File: src/rtl/tft_pkg.sv
// Shared types and constants for the TFT display write path.
// Holds default geometry, address widths, pixel word type and state enum.
package tft_pkg;

    localparam int H_PIX_DEF = 800;
    localparam int V_PIX_DEF = 480;

    localparam int PAGE_W = 3;
    localparam int ROW_W  = 9;
    localparam int COL_W  = 10;

    typedef logic [15:0] rgb565_t;

    typedef enum logic {
        ST_CLEAR,
        ST_RUN
    } state_e;

endpackage

File: src/rtl/pix_fifo.sv
// Show-ahead synchronous FIFO: head word is always visible on dout.
// Ports: push/pop/flush controls, din/dout data, count of stored words.
module pix_fifo #(
    parameter int WIDTH = 16,
    parameter int DEPTH = 16,
    localparam int AW = $clog2(DEPTH)
) (
    input  logic             clk,
    input  logic             rst,
    input  logic             push,
    input  logic             pop,
    input  logic             flush,
    input  logic [WIDTH-1:0] din,
    output logic [WIDTH-1:0] dout,
    output logic [AW:0]      count
);

    logic [WIDTH-1:0] mem_q [DEPTH];
    logic [AW:0]      wr_q, wr_d;
    logic [AW:0]      rd_q, rd_d;
    logic [AW-1:0]    wr_idx;

    // A push coinciding with a flush lands in slot 0 of the emptied buffer.
    assign wr_idx = flush ? '0 : wr_q[AW-1:0];

    always_comb begin
        wr_d = wr_q;
        rd_d = rd_q;
        if (flush) begin
            rd_d = '0;
            wr_d = {{AW{1'b0}}, push};
        end else begin
            if (push) wr_d = wr_q + 1'b1;
            if (pop)  rd_d = rd_q + 1'b1;
        end
    end

    always_ff @(posedge clk or negedge rst) begin
        if (!rst) begin
            wr_q <= '0;
            rd_q <= '0;
        end else begin
            wr_q <= wr_d;
            rd_q <= rd_d;
        end
    end

    always_ff @(posedge clk) begin
        if (push) mem_q[wr_idx] <= din;
    end

    assign dout  = mem_q[rd_q[AW-1:0]];
    assign count = wr_q - rd_q;

endmodule

File: src/rtl/tft_pixel_feeder.sv
// Write-side feeder: buffers host RGB565 pixels and walks the SDRAM write address.
// Ports: pix_* host handshake, FIFO_* controller side, page/row/col address, status.
import tft_pkg::*;

module tft_pixel_feeder #(
    parameter int      H_PIX       = H_PIX_DEF,
    parameter int      V_PIX       = V_PIX_DEF,
    parameter int      FIFO_DEPTH  = 16,
    parameter rgb565_t CLEAR_COLOR = 16'h0000
) (
    input  logic              clk,
    input  logic              rst,
    input  logic [15:0]       pix_data,
    input  logic              pix_valid,
    output logic              pix_ready,
    input  logic              frame_start,
    input  logic              clear_req,
    input  logic [PAGE_W-1:0] page_sel,
    output logic [PAGE_W-1:0] page_set,
    output logic [ROW_W-1:0]  row_add_user,
    output logic [COL_W-1:0]  col_add_user,
    output logic [15:0]       FIFO_out,
    output logic              FIFO_full,
    input  logic              FIFO_RD_req,
    input  logic              startup_inc,
    output logic              startup,
    output logic              frame_done,
    output logic              underflow
);

    localparam int AW = $clog2(FIFO_DEPTH);

    state_e            state_q, state_d;
    logic              startup_q, startup_d;
    logic              frame_done_q, frame_done_d;
    logic              underflow_q, underflow_d;
    logic [PAGE_W-1:0] page_q, page_d;
    logic [ROW_W-1:0]  row_q, row_d;
    logic [COL_W-1:0]  col_q, col_d;

    logic          run, clr, fst;
    logic          has_room, fifo_empty;
    logic          push, pop, flush;
    logic          col_last, row_last;
    logic [AW:0]   count;
    rgb565_t       fifo_dout;

    assign run = (state_q == ST_RUN);
    assign clr = run & clear_req;
    assign fst = run & frame_start & ~clear_req;

    assign fifo_empty = (count == '0);
    assign has_room   = (count != (AW+1)'(FIFO_DEPTH));

    // A word offered while full is taken if a pop frees a slot the same cycle.
    assign pop   = run & FIFO_RD_req & ~fifo_empty;
    assign push  = run & pix_valid & (has_room | pop) & ~clr;
    assign flush = clr | fst;

    pix_fifo #(
        .WIDTH (16),
        .DEPTH (FIFO_DEPTH)
    ) u_fifo (
        .clk   (clk),
        .rst   (rst),
        .push  (push),
        .pop   (pop),
        .flush (flush),
        .din   (pix_data),
        .dout  (fifo_dout),
        .count (count)
    );

    assign col_last = (col_q == COL_W'(H_PIX - 1));
    assign row_last = (row_q == ROW_W'(V_PIX - 1));

    always_comb begin
        state_d      = state_q;
        startup_d    = startup_q;
        frame_done_d = 1'b0;
        underflow_d  = underflow_q | (FIFO_RD_req & fifo_empty);
        page_d       = page_q;
        row_d        = row_q;
        col_d        = col_q;

        // Clear pass completes the cycle after its final wrap.
        if (!run && frame_done_q) begin
            state_d   = ST_RUN;
            startup_d = 1'b1;
        end

        if (clr) begin
            state_d   = ST_CLEAR;
            startup_d = 1'b0;
            page_d    = page_sel;
            row_d     = '0;
            col_d     = '0;
        end else if (fst) begin
            page_d = page_sel;
            row_d  = '0;
            col_d  = '0;
        end else if (startup_inc) begin
            if (col_last) begin
                col_d = '0;
                if (row_last) begin
                    row_d        = '0;
                    frame_done_d = 1'b1;
                end else begin
                    row_d = row_q + 1'b1;
                end
            end else begin
                col_d = col_q + 1'b1;
            end
        end
    end

    always_ff @(posedge clk or negedge rst) begin
        if (!rst) begin
            state_q      <= ST_CLEAR;
            startup_q    <= 1'b0;
            frame_done_q <= 1'b0;
            underflow_q  <= 1'b0;
            page_q       <= '0;
            row_q        <= '0;
            col_q        <= '0;
        end else begin
            state_q      <= state_d;
            startup_q    <= startup_d;
            frame_done_q <= frame_done_d;
            underflow_q  <= underflow_d;
            page_q       <= page_d;
            row_q        <= row_d;
            col_q        <= col_d;
        end
    end

    assign pix_ready    = run & has_room;
    assign FIFO_full    = run & ~fifo_empty;
    assign FIFO_out     = run ? fifo_dout : CLEAR_COLOR;
    assign page_set     = page_q;
    assign row_add_user = row_q;
    assign col_add_user = col_q;
    assign startup      = startup_q;
    assign frame_done   = frame_done_q;
    assign underflow    = underflow_q;

endmodule
File: config.mk
export PLATFORM = sky130hd
export DESIGN_NAME = tft_pixel_feeder
export DESIGN_NICKNAME = d
export VERILOG_FILES = /design/src/rtl/tft_pkg.sv /design/src/rtl/pix_fifo.sv /design/src/rtl/tft_pixel_feeder.sv
export SDC_FILE = /design/constraint.sdc
export NUM_CORES = 1
export LEC_CHECK = 0
export CORE_UTILIZATION = 30
export DETAILED_ROUTE_END_ITERATION = 7
export PLACE_DENSITY_LB_ADDON = 0.25
export RECOVER_POWER = 25
export SLEW_MARGIN = 0
export SYNTH_ARGS = -nofsm -noshare
export SYNTH_HDL_FRONTEND = slang
export SYNTH_SLANG_ARGS = --single-unit
File: constraint.sdc
create_clock -name clk -period 4.7 [get_ports clk]
set_input_delay 0.94 -clock clk [delete_from_list [all_inputs] [get_ports clk]]
set_output_delay 0.94 -clock clk [all_outputs]
set_load 0.005 [all_outputs]
==> summary.md, run 1 <==
| Metric | Value |
|---|---|
| Status | complete, but fails checks |
| Failing checks | capacitance limit, slew limit |
| FMAX | 0.247 GHz |
| Max Root-Sink Buffers | 3 |
| R2R Path Start | u_fifo.wr_q[1] |
| Most common flop cell mapped by yosys | edfxtp_1 |
| PD cells | 391 nW/um2 |
| Last element of the critical path | FIFO_out[5] |
| Placed cell count | 1280 |
| H-tree levels | 1 |
| Antenna diode count | 0 |
| # DRC | 0 |
| Mapped Cells | 701 |
| Worst Skew | 0.00724 ns |
| Die Height | 201 um |
| NumNets Final | 827 |
| CTS tree | yes |
| Post-synthesis sequential area ratio | 72.2% |
| Mapped Nets | 735 |
| Setup TNS Final | 0 ns |
| Hold-critical path depth | 1 |
| Max-slew violation count | 36 |
| Commonest cells after routing, fill and taps aside | 256 x edfxtp_1, 106 x nand2_1, 64 x mux4_2 |
| First-pass GRT wire length | 44.1 mm |
| I/O Buffers | 68 |
| Vias per inst | 4.94 |
| Crit start category | flip-flop |
| Initial DRC Count | 456 |
| CTS Root Cell | clkbuf_16 |
| Placer Congestion | 0.731 |
| Rows | 72 |
| Clock transition at path regs | 0.06 ns |
| Most area-hungry cell type in the Yosys netlist | edfxtp_1 |
| Clk_lat worst skew | 0.56 ns |
| Vias | 6586 |
| FFs w/ async S/R, synth | 12.0% |
| Total GRT Usage | 14.6% |
| Count of cell types in the netlist | 48 |
| Avg WL per Cell | 21.8 um |
| Commonest non-fill, non-tap cell in the layout | edfxtp_1 |
| Mapped Area | 11900 um2 |
| Mapped Avg Cell Area | 16.9 um2 |
| Critical path class | reg2out |
| Post-synth top area share | 64.8% |
| Initial antenna violation count | 2 |
| Worst-Margin Slew | 2.03 ns |
| Vias in the first global route | 6780 |
| Crit path time final | 4.04 ns |
| Core area | 38800 um2 |
| Crit path from | u_fifo.rd_q[0] |
| Endpoint class of the critical path | output port |
| Pleak | 4.71 nW |
| Number of I/O pins | 69 |
| Final setup viols | 0 |
| Synth-to-Final Area Change | 20.2% |
| Initial Utilization | 30.5% |
| RSZ-0062 raised after global routing | no |
| DR pass1 iterations | 4 |
| Worst hold path type | reg2reg |
| Finished Layout Cells | 1332 |
| GRT Residual Overflow | 0 |
| Number of synthesized flops with an enable pin | 256 |
| Critical path arrival | 3.10 ns |
| Critical Path RT | 3.76 ns |
| Max-Cap Viols | 1 |
| R2R depth | 8 |
| Largest net degree at the start of global routing | 58 |
| Share of layout cells above drive strength 1 | 19.4% |
| Reg2Reg Setup Slack | 1.16 ns |
| Hpwl dp | 15.9 mm |
| Post-synthesis register bit count | 291 |
| Post-CTS setup buffers | 0 |
| Routed Antenna Nets | 0 |
| Final wirelength | 29.0 mm |
| Inserted Clock Buffers | 29 |
| Die Area | 40300 um2 |
| Post-CTS Resized | 0 |
| CTS Hold Bufs | 0 |
| Worst R2R End | u_fifo.mem_q[13][8] |
| Worst VDD drop | 0.316 mV |
| Die X | 201 um |
| Final Cycle Share | 86.0% |
| Main area contributors after synthesis | edfxtp_1 65%, mux4_2 12%, dfrtp_1 7.4% |
| Max FO, Critical Path | 57 |
| Synth Warn # | 0 |
| Slew headroom | -35.4% |
| # clock sinks | 291 |
| Hold Fails Final Rpt | 0 |
[logic make-up (layout without fill, tap and decap cells)]
kind of cell,after synthesis,count (layout),share of synthesized area (%)
AO/OA/AOI/OAI,36,36,2.03
XOR/XNOR,17,17,1.26
adder cells (fa/ha/maj),8,8,0.844
buffers and inverters,42,155,1.45
flip-flops,291,291,72.2
multiplexers,71,71,12.8
AND/OR/NAND/NOR,236,236,9.47
[sequential cells by signal, summed over array words and instances, names as in the netlist]
register      cells
u_fifo.mem_q    256
col_add_user     10
row_add_user      9
u_fifo.rd_q       5
u_fifo.wr_q       5
page_set          3
frame_done        1
startup           1
underflow         1
[per-stage QoR]
stage	worst slack, ns	power, mW	area, um2	util [%]	hold slack, ns
global placement	1.15	3.43	13400	34.4	0.452
floorplan	0.177	3.25	11900	-	0.466
finish	0.657	5.57	14300	36.7	0.464
CTS	0.548	5.65	14300	36.7	0.471
detailed placement	1.12	3.44	13400	34.4	0.457
global route	0.466	5.78	14300	36.7	0.504
[area by class of cell]
type                    count  area, um2
clock inverters            20        153
flip-flops and latches    291       8570
inverters                   9       33.8
repair buffers             94        895
fillers                  3635      24600
clock buffers              32        737
multi-input cells         368       3220
well taps                 518        648
[report_power, final]
| part | switching [mW] | internal [mW] |
|---|---|---|
| Combinational | 0.229 | 0.254 |
| Sequential | 0.0452 | 2.84 |
| Clock | 0.968 | 1.23 |
| Total | 1.24 | 4.33 |
[per-layer routing]
metal,vias up,share of wire [%],wire [um],global-route usage [%]
li1,2918,-,-,-
met1,3436,48,14000,21.6
met2,190,44,12900,22.1
met3,40,5.4,1550,2.81
met4,2,2.0,569,3.41
met5,-,0.041,12,0
[synth_stat cells, drive strengths merged (3+ instances only)]
| library cell | number |
|---|---|
| xor2 | 10 |
| or3 | 4 |
| ha | 8 |
| nor4 | 12 |
| or4 | 4 |
| o21ai | 6 |
| buf | 8 |
| and3 | 17 |
| nand2b | 4 |
| a21oi | 11 |
| nor3 | 6 |
| a21o | 3 |
| nand4 | 6 |
| xnor2 | 7 |
| nand2 | 106 |
| mux2i | 6 |
| nand3 | 40 |
| clkbuf | 25 |
| edfxtp | 256 |
| dfrtp | 35 |
| clkinv | 3 |
| inv | 6 |
| nor2 | 26 |
| mux4 | 64 |
[worst min-delay path by stage]
stage	start	to	slack (ns)
floorplan	underflow	underflow	0.47
CTS	underflow	underflow	0.47
finish	underflow	underflow	0.46
detailed placement	underflow	underflow	0.46
global route	underflow	underflow	0.50
global placement	underflow	underflow	0.45
[worst max-delay path: stages, from the launching register on]
cell and delay (ns):
dfrtp_4 0.57, buf_12 0.45, mux4_2 0.57, nand2_1 0.08, nand3_1 0.09, and3_1 0.26
clkdlybuf4s50_1 0.48
(Power assumes the default switching activity.)
==> inputs of run 2 (changes only) <==
--- a/config.mk
+++ b/config.mk
@@ -6,6 +6,7 @@
 export NUM_CORES = 1
 export LEC_CHECK = 0
 export CORE_UTILIZATION = 30
+export CTS_BUF_LIST = sky130_fd_sc_hd__clkbuf_16
 export DETAILED_ROUTE_END_ITERATION = 7
 export PLACE_DENSITY_LB_ADDON = 0.25
 export RECOVER_POWER = 25
==> run 2 against run 1 <==
Against the previous run:
- non-clock buffer count unchanged
- clock power about the same
- largest cell class unchanged
- the run still ends with capacitance limit, slew limit left
- wire length about the same
- critical path type unchanged
- worst setup slack better by 0.00086 ns
- clock skew down 0.00077 ns
- sequential share of layout area unchanged
- global-route usage unchanged
- power down 0.12%
- sequential power about the same
- utilization unchanged
- combinational power about the same
- critical path depth unchanged
- critical endpoint is now FIFO_out[9]
==> summary.md, run 2 (synthesized netlist as in run 1, its figures left out) <==
| Metric | Value |
|---|---|
| Reg2Reg Setup Slack | 1.16 ns (about the same) |
| DR pass1 iterations | 4 (unchanged) |
| Vias per inst | 4.94 (about the same) |
| CTS Hold Bufs | 0 (unchanged) |
| # DRC | 0 (unchanged) |
| Failing checks | capacitance limit, slew limit |
| Final instance area | 14300 um2 (unchanged) |
| Max-Cap Viols | 1 (unchanged) |
| Post-CTS Resized | 0 (unchanged) |
| Slew headroom | -35.4% (-0.042 points) |
| I/O Buffers | 68 (unchanged) |
| Clk_lat worst skew | 0.56 ns (about the same) |
| Die Area | 40300 um2 (unchanged) |
| Die Height | 201 um (unchanged) |
| First-pass GRT wire length | 44.1 mm (unchanged) |
| Number of I/O pins | 69 (unchanged) |
| Finished Layout Cells | 1332 (unchanged) |
| Avg WL per Cell | 21.8 um (about the same) |
| Endpoint class of the critical path | output port |
| Final Power | 5.57 mW (-0.12%) |
| Max reg flops | 256 (unchanged) |
| Pleak | 4.73 nW (+0.26%) |
| FMAX | 0.247 GHz (about the same) |
| CTS tree | yes |
| HP Start | underflow |
| Final Cycle Share | 86.0% (about the same) |
| Setup TNS Final | 0 ns (unchanged) |
| Worst hold slack | 0.464 ns (+0.00000200 ns) |
| Clock transition at path regs | 0.06 ns (about the same) |
| Initial DRC Count | 449 (-1.5%) |
| Placed cell count | 1280 (unchanged) |
| Final Core Density | 36.7% (unchanged) |
| # clock sinks | 291 (unchanged) |
| Crit path time final | 4.04 ns (-0.000857 ns) |
| Critical path arrival | 3.10 ns (about the same) |
| Critical path class | reg2out |
| Commonest cells after routing, fill and taps aside | 256 x edfxtp_1, 106 x nand2_1, 64 x mux4_2 |
| Commonest non-fill, non-tap cell in the layout | edfxtp_1 |
| Max FO, Critical Path | 57 (unchanged) |
| Worst R2R End | u_fifo.mem_q[13][8] |
| Worst Skew | 0.00647 ns (-0.000775 ns) |
| Max Root-Sink Buffers | 3 (unchanged) |
| Max-slew violation count | 36 (unchanged) |
| PD cells | 391 nW/um2 (-0.12%) |
| Hold Fails Final Rpt | 0 (unchanged) |
| Die X | 201 um (unchanged) |
| Status | complete, but fails checks |
| Vias | 6582 (-0.061%) |
| Inserted Clock Buffers | 29 (unchanged) |
| Worst-Margin Slew | 2.03 ns (+0.000637 ns) |
| Routed Antenna Nets | 0 (unchanged) |
| Final Worst Setup Slack | 0.658 ns (+0.000857 ns) |
| H-tree levels | 1 (unchanged) |
| Crit path from | u_fifo.rd_q[0] |
| Worst slack, placed | 1.12 ns (unchanged) |
| Antenna diode count | 0 (unchanged) |
| Final wirelength | 29.0 mm (about the same) |
| Core area | 38800 um2 (unchanged) |
| Initial Utilization | 30.5% (unchanged) |
| Post-CTS setup buffers | 0 (unchanged) |
| Hpwl dp | 15.9 mm (unchanged) |
| Vias in the first global route | 6780 (unchanged) |
| Total GRT Usage | 14.6% (unchanged) |
| Rows | 72 (unchanged) |
| RSZ-0062 raised after global routing | no |
| Worst hold path type | reg2reg |
| Crit start category | flip-flop |
| Dpl cell area | 13400 um2 (unchanged) |
| Biggest register | u_fifo.mem_q |
| Share of layout cells above drive strength 1 | 19.4% (unchanged) |
| Largest net degree at the start of global routing | 58 (unchanged) |
| GRT Residual Overflow | 0 (unchanged) |
| Hold-critical path depth | 1 (unchanged) |
| Critical Path RT | 3.76 ns (about the same) |
| Final setup viols | 0 (unchanged) |
| Hold Path End | underflow |
| R2R depth | 8 (unchanged) |
| CTS Root Cell | clkbuf_16 |
| R2R Path Start | u_fifo.wr_q[1] |
| Placer Congestion | 0.731 (unchanged) |
| Worst VDD drop | 0.316 mV (-0.11%) |
| Initial antenna violation count | 2 (unchanged) |
| NumNets Final | 827 (unchanged) |
| Synth-to-Final Area Change | 20.2% (unchanged) |
run 2: changes by cell type in the layout (fill, tap and decap cells not counted):
cell	before	now
inv_1	6	9
clkbuf_1	4	1
run 2: worst max-delay path: stages (launching register included):
cell and delay [ns]:
dfrtp_4 0.57, buf_12 0.45, mux4_2 0.57, nand2_1 0.08, nand3_1 0.08, and3_1 0.26, clkdlybuf4s50_1 0.50
run 2: power breakdown:
part | internal [mW] | switching [mW] | leakage [nW] | total, mW
registers | 2.84 | 0.0452 | 2.76 | 2.89
logic | 0.254 | 0.228 | 1.52 | 0.483
clock network | 1.23 | 0.968 | 0.445 | 2.20
total | 4.32 | 1.24 | 4.73 | 5.57
run 2: worst max path at each step:
stage / cells past startpoint / slack [ns] / endpoint
after floorplan: 11 / 0.18 / u_fifo.mem_q[6][0]
after global placement: 6 / 1.15 / FIFO_out[3]
after detailed placement: 5 / 1.12 / u_fifo.mem_q[13][15]
after CTS: 6 / 0.55 / FIFO_out[3]
after global routing: 6 / 0.47 / FIFO_out[9]
final: 6 / 0.66 / FIFO_out[9]
run 2: area by class of cell:
| cell class | count | area [um2] |
|---|---|---|
| inverter | 9 | 33.8 |
| clock inverter | 23 | 164 |
| multi-input combinational | 368 | 3220 |
| fill | 3635 | 24600 |
| sequential | 291 | 8570 |
| tap | 518 | 648 |
| timing repair buffer | 94 | 895 |
| clock buffer | 29 | 726 |
run 2: routing by layer:
layer  GRT usage, %  share of wire [%]
met4           3.41                2.0
met3           2.81                5.4
met5              0              0.041
met1           21.6                 48
met2           22.1                 44
